[config.mk]
export PLATFORM = sky130hd
export DESIGN_NAME = sdiv8r4
export DESIGN_NICKNAME = d
export VERILOG_FILES = /design/src/rtl/sdiv_pkg.sv /design/src/rtl/sdiv_r4_step.sv /design/src/rtl/sdiv8r4.sv
export SDC_FILE = /design/constraint.sdc
export NUM_CORES = 1
export LEC_CHECK = 0
export BUFFER_PORTS_ARGS = -buffer_cell sky130_fd_sc_hd__buf_2
export CELL_PAD_IN_SITES_DETAIL_PLACEMENT = 1
export CELL_PAD_IN_SITES_GLOBAL_PLACEMENT = 1
export CORE_AREA = 8 8 135 87
export DETAILED_ROUTE_END_ITERATION = 12
export DIE_AREA = 0 0 143 95
export HOLD_SLACK_MARGIN = 0.02
export PLACE_DENSITY_LB_ADDON = 0.12
export SYNTH_ARGS = -nofsm -noshare
export SYNTH_HDL_FRONTEND = slang
export SYNTH_SLANG_ARGS = --single-unit
[constraint.sdc]
create_clock -name clk -period 4.4 [get_ports clk]
set_input_delay 1.32 -clock clk [delete_from_list [all_inputs] [get_ports clk]]
set_output_delay 1.32 -clock clk [all_outputs]
set_load 0.01 [all_outputs]
[src/rtl/sdiv_pkg.sv]
`default_nettype none
// ============================================================================
// Module      : sdiv_pkg
// Description : Shared widths, constants, state encoding and helpers for the
//               sdiv8r4 signed radix-4 divider.
// Revision    : 1.0 - initial release
// ============================================================================
package sdiv_pkg;

    localparam int DW          = 8;   // operand width
    localparam int PRW         = 10;  // partial remainder width
    localparam int CALC_CYCLES = 4;   // radix-4 digits per operation
    localparam int LAT         = 5;   // accept-to-result latency, normal path
    localparam int CNT_W       = 2;

    localparam logic [CNT_W-1:0] CNT_INIT = CNT_W'(CALC_CYCLES - 1);
    localparam logic [DW-1:0]    DBZ_Q    = 8'hFF;

    typedef enum logic [1:0] {
        IDLE = 2'd0,
        CALC = 2'd1,
        FIX  = 2'd2,
        DONE = 2'd3
    } state_t;

    // Magnitude of a two's-complement value; -128 maps to 128 (8'h80 unsigned).
    function automatic logic [DW-1:0] abs_u(input logic [DW-1:0] v);
        return v[DW-1] ? (~v + 1'b1) : v;
    endfunction

endpackage
`default_nettype wire

[src/rtl/sdiv_r4_step.sv]
`default_nettype none
// ============================================================================
// Module      : sdiv_r4_step
// Description : One radix-4 restoring-division digit. Picks the largest of
//               3|y|, 2|y|, |y| that fits in the shifted partial remainder,
//               subtracts it and reports the selected digit.
// Revision    : 1.0 - initial release
// ============================================================================
module sdiv_r4_step
    import sdiv_pkg::*;
(
    input  logic [PRW-1:0] i_pr_sh,
    input  logic [PRW-1:0] i_m1,
    input  logic [PRW-1:0] i_m2,
    input  logic [PRW-1:0] i_m3,
    output logic [1:0]     o_digit,
    output logic [PRW-1:0] o_pr_nxt
);

    // Digit selection: largest multiple not exceeding the partial remainder
    always_comb begin
        o_digit  = 2'd0;
        o_pr_nxt = i_pr_sh;
        if (i_pr_sh >= i_m3) begin
            o_digit  = 2'd3;
            o_pr_nxt = i_pr_sh - i_m3;
        end else if (i_pr_sh >= i_m2) begin
            o_digit  = 2'd2;
            o_pr_nxt = i_pr_sh - i_m2;
        end else if (i_pr_sh >= i_m1) begin
            o_digit  = 2'd1;
            o_pr_nxt = i_pr_sh - i_m1;
        end
    end

endmodule
`default_nettype wire

[src/rtl/sdiv8r4.sv]
`default_nettype none
// ============================================================================
// Module      : sdiv8r4
// Description : Sequential 8-bit signed radix-4 divider with valid/ready
//               handshakes. Truncating quotient, remainder signed like the
//               dividend. Optional macro SDIV_REM_EN enables the remainder
//               output; without it r is tied to zero.
// Revision    : 1.0 - initial release
// ============================================================================
module sdiv8r4
    import sdiv_pkg::*;
(
    input  logic          clk,
    input  logic          rst,
    input  logic          in_valid,
    output logic          in_ready,
    input  logic [DW-1:0] x,
    input  logic [DW-1:0] y,
    output logic          out_valid,
    input  logic          out_ready,
    output logic [DW-1:0] q,
    output logic [DW-1:0] r,
    output logic          dbz,
    output logic          ovf
);

    state_t           r_state;
    state_t           w_state_nxt;
    logic [CNT_W-1:0] r_cnt;
    logic [DW-1:0]    r_dvd;      // |x|, consumed two bits per CALC cycle
    logic [PRW-1:0]   r_pr;
    logic [PRW-1:0]   r_m1;
    logic [PRW-1:0]   r_m2;
    logic [PRW-1:0]   r_m3;
    logic [DW-1:0]    r_qmag;
    logic             r_sq;
    logic             r_ovf_pend;
    logic             r_in_ready;
    logic             r_out_valid;
    logic [DW-1:0]    r_q;
    logic             r_dbz;
    logic             r_ovf;

    logic             w_accept;
    logic             w_y_zero;
    logic [DW-1:0]    w_ax;
    logic [DW-1:0]    w_ay;
    logic [PRW-1:0]   w_pr_sh;
    logic [1:0]       w_digit;
    logic [PRW-1:0]   w_pr_nxt;

    assign w_accept = (r_state == IDLE) && in_valid;
    assign w_y_zero = (y == '0);
    assign w_ax     = abs_u(x);
    assign w_ay     = abs_u(y);
    assign w_pr_sh  = (r_pr << 2) | {{(PRW-2){1'b0}}, r_dvd[DW-1 -: 2]};

    sdiv_r4_step u_step (
        .i_pr_sh  (w_pr_sh),
        .i_m1     (r_m1),
        .i_m2     (r_m2),
        .i_m3     (r_m3),
        .o_digit  (w_digit),
        .o_pr_nxt (w_pr_nxt)
    );

    // State register
    always_ff @(posedge clk) begin
        if (rst) r_state <= IDLE;
        else     r_state <= w_state_nxt;
    end

    // Next-state decode; divide-by-zero passes through FIX so its result
    // appears one cycle after accept, same as the handshake timing expects
    always_comb begin
        w_state_nxt = r_state;
        unique case (r_state)
            IDLE: if (in_valid) w_state_nxt = w_y_zero ? FIX : CALC;
            CALC: if (r_cnt == '0) w_state_nxt = FIX;
            FIX:  w_state_nxt = DONE;
            DONE: if (out_ready) w_state_nxt = IDLE;
            default: w_state_nxt = IDLE;
        endcase
    end

    // Iteration datapath: operand capture on accept, one digit per CALC cycle
    always_ff @(posedge clk) begin
        if (w_accept) begin
            r_dvd      <= w_ax;
            r_m1       <= {2'b00, w_ay};
            r_m2       <= {1'b0, w_ay, 1'b0};
            r_m3       <= {2'b00, w_ay} + {1'b0, w_ay, 1'b0};
            r_pr       <= '0;
            r_qmag     <= '0;
            r_cnt      <= CNT_INIT;
            r_sq       <= x[DW-1] ^ y[DW-1];
            r_ovf_pend <= (x == 8'h80) && (y == 8'hFF);
        end else if (r_state == CALC) begin
            r_pr   <= w_pr_nxt;
            r_qmag <= {r_qmag[DW-3:0], w_digit};
            r_dvd  <= {r_dvd[DW-3:0], 2'b00};
            r_cnt  <= r_cnt - 1'b1;
        end
    end

    // Handshake and result registers
    always_ff @(posedge clk) begin
        if (rst) begin
            r_in_ready  <= 1'b1;
            r_out_valid <= 1'b0;
            r_q         <= '0;
            r_dbz       <= 1'b0;
            r_ovf       <= 1'b0;
        end else begin
            unique case (r_state)
                IDLE: begin
                    if (in_valid) begin
                        r_in_ready <= 1'b0;
                        r_dbz      <= w_y_zero;
                        r_ovf      <= 1'b0;
                        if (w_y_zero) r_q <= DBZ_Q;
                    end
                end
                FIX: begin
                    r_out_valid <= 1'b1;
                    if (!r_dbz) begin
                        r_q   <= r_sq ? (~r_qmag + 1'b1) : r_qmag;
                        r_ovf <= r_ovf_pend;
                    end
                end
                DONE: begin
                    if (out_ready) begin
                        r_out_valid <= 1'b0;
                        r_in_ready  <= 1'b1;
                    end
                end
                default: ;
            endcase
        end
    end

`ifdef SDIV_REM_EN
    logic          r_sx;
    logic [DW-1:0] r_rem;
    logic [DW-1:0] w_rmag;

    assign w_rmag = r_pr[DW-1:0];

    // Remainder: dividend on divide-by-zero, sign of x applied in FIX
    always_ff @(posedge clk) begin
        if (rst) begin
            r_rem <= '0;
            r_sx  <= 1'b0;
        end else if (w_accept) begin
            r_sx <= x[DW-1];
            if (w_y_zero) r_rem <= x;
        end else if ((r_state == FIX) && !r_dbz) begin
            r_rem <= r_sx ? (~w_rmag + 1'b1) : w_rmag;
        end
    end

    assign r = r_rem;
`else
    assign r = '0;
`endif

    assign in_ready  = r_in_ready;
    assign out_valid = r_out_valid;
    assign q         = r_q;
    assign dbz       = r_dbz;
    assign ovf       = r_ovf;

endmodule
`default_nettype wire
==> qor.csv <==
metric,value,unit
CTS Root Cell,clkbuf_16,
"Reg clk slew, reported paths",0.05,ns
mean post-synth cell area,9.02,sq um
global-route wire length before repair,19.0,mm
list of most frequent post-synthesis cells,"nand2_1, ha_1, nor2_1, inv_1, dfxtp_1",
Logic pwr share,52.4,%
largest net degree at the start of global routing,29,
DP Wirelength,8.81,mm
top-area cell type share of the netlist area,18.5,%
LEAKAGE,2.16,nW
final setup vio count,0,
DRC,0,
grt total ovfl,0,
Sequential Power Share,26.0,%
H-Tree Level Count,3,
clk_lat worst skew,0.33,ns
die height,95,um
Max-slew headroom,44.6,%
final-stage net count,573,
R2R cell count,11,
WHS Path Cells,2,
"Seq/Total Area, Yosys",33.2,%
IO Pins,40,
fmax,0.271,GHz
"Largest stage delay, worst path",0.50,ns
final hold vios,0,
crit-path leading delay family,adder cells,
Die W,143,um
"top cells by area, synth","edfxtp_1, dfxtp_1, ha_1",
CTS resizes,0,
FILL cells,1125,
PortBufs,31,
slowest CP cell,xnor2_1,
PD cells,763,nW/um^2
status,"complete, no violations",
Slew Limit Fails,0,
CP arrival,3.77,ns
reg2reg start,r_dvd[6]$_DFFE_PP_,
min-delay src,out_valid$_SDFFE_PP0P_,
cell area after synthesis,4370,sq um
Core Box Area,9630,sq um
top_reg_cell synth,dfxtp_1,
vias,3517,
crit-path cells,buf_2 -> inv_1 -> ha_1 -> nand2b_1 -> xnor2_1 -> ha_1 -> a21o_1 -> maj3_2 -> a21oi_2 -> nand2_1 -> a31oi_1 -> xnor2_1,
setup TNS,0,ns
Setup Skew,0.00833,ns
RSZ-0062 raised after global routing,false,
Antenna diodes,0,
share of layout cells above drive strength 1,12.3,%
shortest period the worst path allows,3.70,ns
fin util,51.3,%
Psw,1.62,mW
Num CTS Buffers,9,
switching part of the total,43.1,%
Setup crit end kind,flip-flop,
crit path max fanout,6,
WHS Endpoint,out_valid$_SDFFE_PP0P_,
die area,13600,sq um
worst path bufs/invs,2,
# clock sinks,59,
Post-synth EDFFs,27,
Vias/cell,5.42,
Clk network pwr share,21.7,%
"Async S/R FF share, synth",0,%
Tcrit/Tclk final,84.0,%
number of setup buffers added after CTS,0,
YS warnings,0,
DRT antenna net count,0,
Max VDD drop,0.000249,V
Routability Congestion,0.851,
TritonCTS clock tree,built,
total track usage,17.7,%
critical path class,input pin to flip-flop,
Clock Tree Buf Depth,2,
WL/cell,17.5,um
Iter 0 DRT Violations,194,
WL final,11.3,mm
CP startpoint kind,input pin,
Int Pwr,2.15,mW
vias in the first global route,3677,
antenna violations before repair,0,
R2R Setup Slk,1.29,ns
hold buffers post-CTS,0,
Reg-to-Reg End,r_pr[4]$_SDFFE_PP0P_,
Yosys reg bits,59,
drt first pass iters,4,
Worst EP required,4.47,ns
most frequent cell after synthesis,nand2_1,
largest area contributor in the synthesized netlist,edfxtp_1,
Row Count,28,
type of the tightest min-delay check,flip-flop to flip-flop,
post-synthesis cell type count,69,
Initial Util,45.4,%
cell count after synthesis,485,
max cap viols,0,
area grow syn2layout,12.9,%
worst slew pin tran,0.828,ns
[cell type report]
type                    instances  area (sq um)  area share, %
multi-input cells             369          2660           53.9
flip-flops and latches         59          1450           29.4
clock buffers                  10           229           4.64
repair buffers                 34           178           3.60
well taps                     135           169           3.42
inverters                      36           135           2.74
clock inverters                 6           114           2.31
[power groups by stage]
stage	registers (mW)	logic [mW]	clock network, mW
finish	0.979	1.97	0.817
floorplan	0.943	1.48	0
CTS	0.979	1.98	0.831
global placement	0.974	1.85	0
detailed placement	0.989	1.94	0
global route	1.01	2.21	0.849
[cell families (layout without fill, tap and decap cells)]
family	Yosys count	count (layout)	synth area share (%)
adders and majority gates	46	46	13.8
other	1	8	0.0857
buffers and inverters	64	86	6.55
muxes	16	16	3.69
DFF	59	59	33.2
and+or+nand+nor	142	142	15.2
xor gates and xnor gates	42	42	8.58
AOI/OAI and AO/OA	115	115	18.9
[worst max-delay path by stage]
| stage | cells after the start | start | end |
|---|---|---|---|
| after floorplan | 11 | y[0] | r_m3[8]$_DFFE_PP_ |
| after global placement | 12 | y[0] | r_m3[8]$_DFFE_PP_ |
| after detailed placement | 12 | y[0] | r_m3[8]$_DFFE_PP_ |
| after CTS | 12 | y[0] | r_m3[8]$_DFFE_PP_ |
| after global routing | 12 | y[0] | r_m3[8]$_DFFE_PP_ |
| final | 12 | y[0] | r_m3[8]$_DFFE_PP_ |
[tightest hold or removal path, cell delays in order (launching register included)]
cell	delay (ns)
dfxtp_1	0.32
a21oi_1	0.06
nor2_1	0.07
[sequential cells by signal, indices dropped and copies added, names as in the netlist]
name and count:
out_valid 1, r_m2 7, r_cnt 2, q 8
r_sq 1, dbz 1, r_qmag 8, r_pr 8
in_ready 1, ovf 1, r_state 2, r_ovf_pend 1
r_dvd 8, r_m3 10
[per-layer routing]
| metal | track usage, % | routed length [um] | vias to the layer above |
|---|---|---|---|
| li1 | - | - | 1757 |
| met2 | 28.2 | 4930 | 64 |
| met1 | 23.9 | 5720 | 1684 |
| met5 | 0 | 0 | - |
| met3 | 3.63 | 546 | 12 |
| met4 | 5.28 | 133 | 0 |
[cell usage in the layout, fill, tap and decap left out, types with 8 or more instances in the layout]
| cell type | instances |
|---|---|
| nor2b_1 | 10 |
| a311oi_1 | 8 |
| xor2_1 | 23 |
| ha_1 | 40 |
| xnor2_1 | 18 |
| a21oi_1 | 20 |
| dfxtp_1 | 32 |
| nand2_1 | 51 |
| o21ai_0 | 28 |
| nand2b_1 | 11 |
| mux2i_1 | 15 |
| buf_2 | 31 |
| nor2_1 | 37 |
| clkbuf_16 | 9 |
| edfxtp_1 | 27 |
| conb_1 | 8 |
| inv_1 | 35 |
| o31ai_1 | 10 |
[metrics by stage]
stage / cell area, sq um / hold slack (ns) / setup WS [ns] / instances / power (mW)
global route: 4940 / 0.519 / 0.492 / 649 / 4.07
global placement: 4600 / 0.458 / 0.426 / 633 / 2.82
CTS: 4940 / 0.495 / 0.668 / 649 / 3.79
floorplan: 4400 / 0.444 / 0.763 / 492 / 2.42
finish: 4940 / 0.492 / 0.704 / 649 / 3.77
detailed placement: 4600 / 0.472 / 0.323 / 633 / 2.93
No activity file was read; power rests on OpenSTA's default activity.
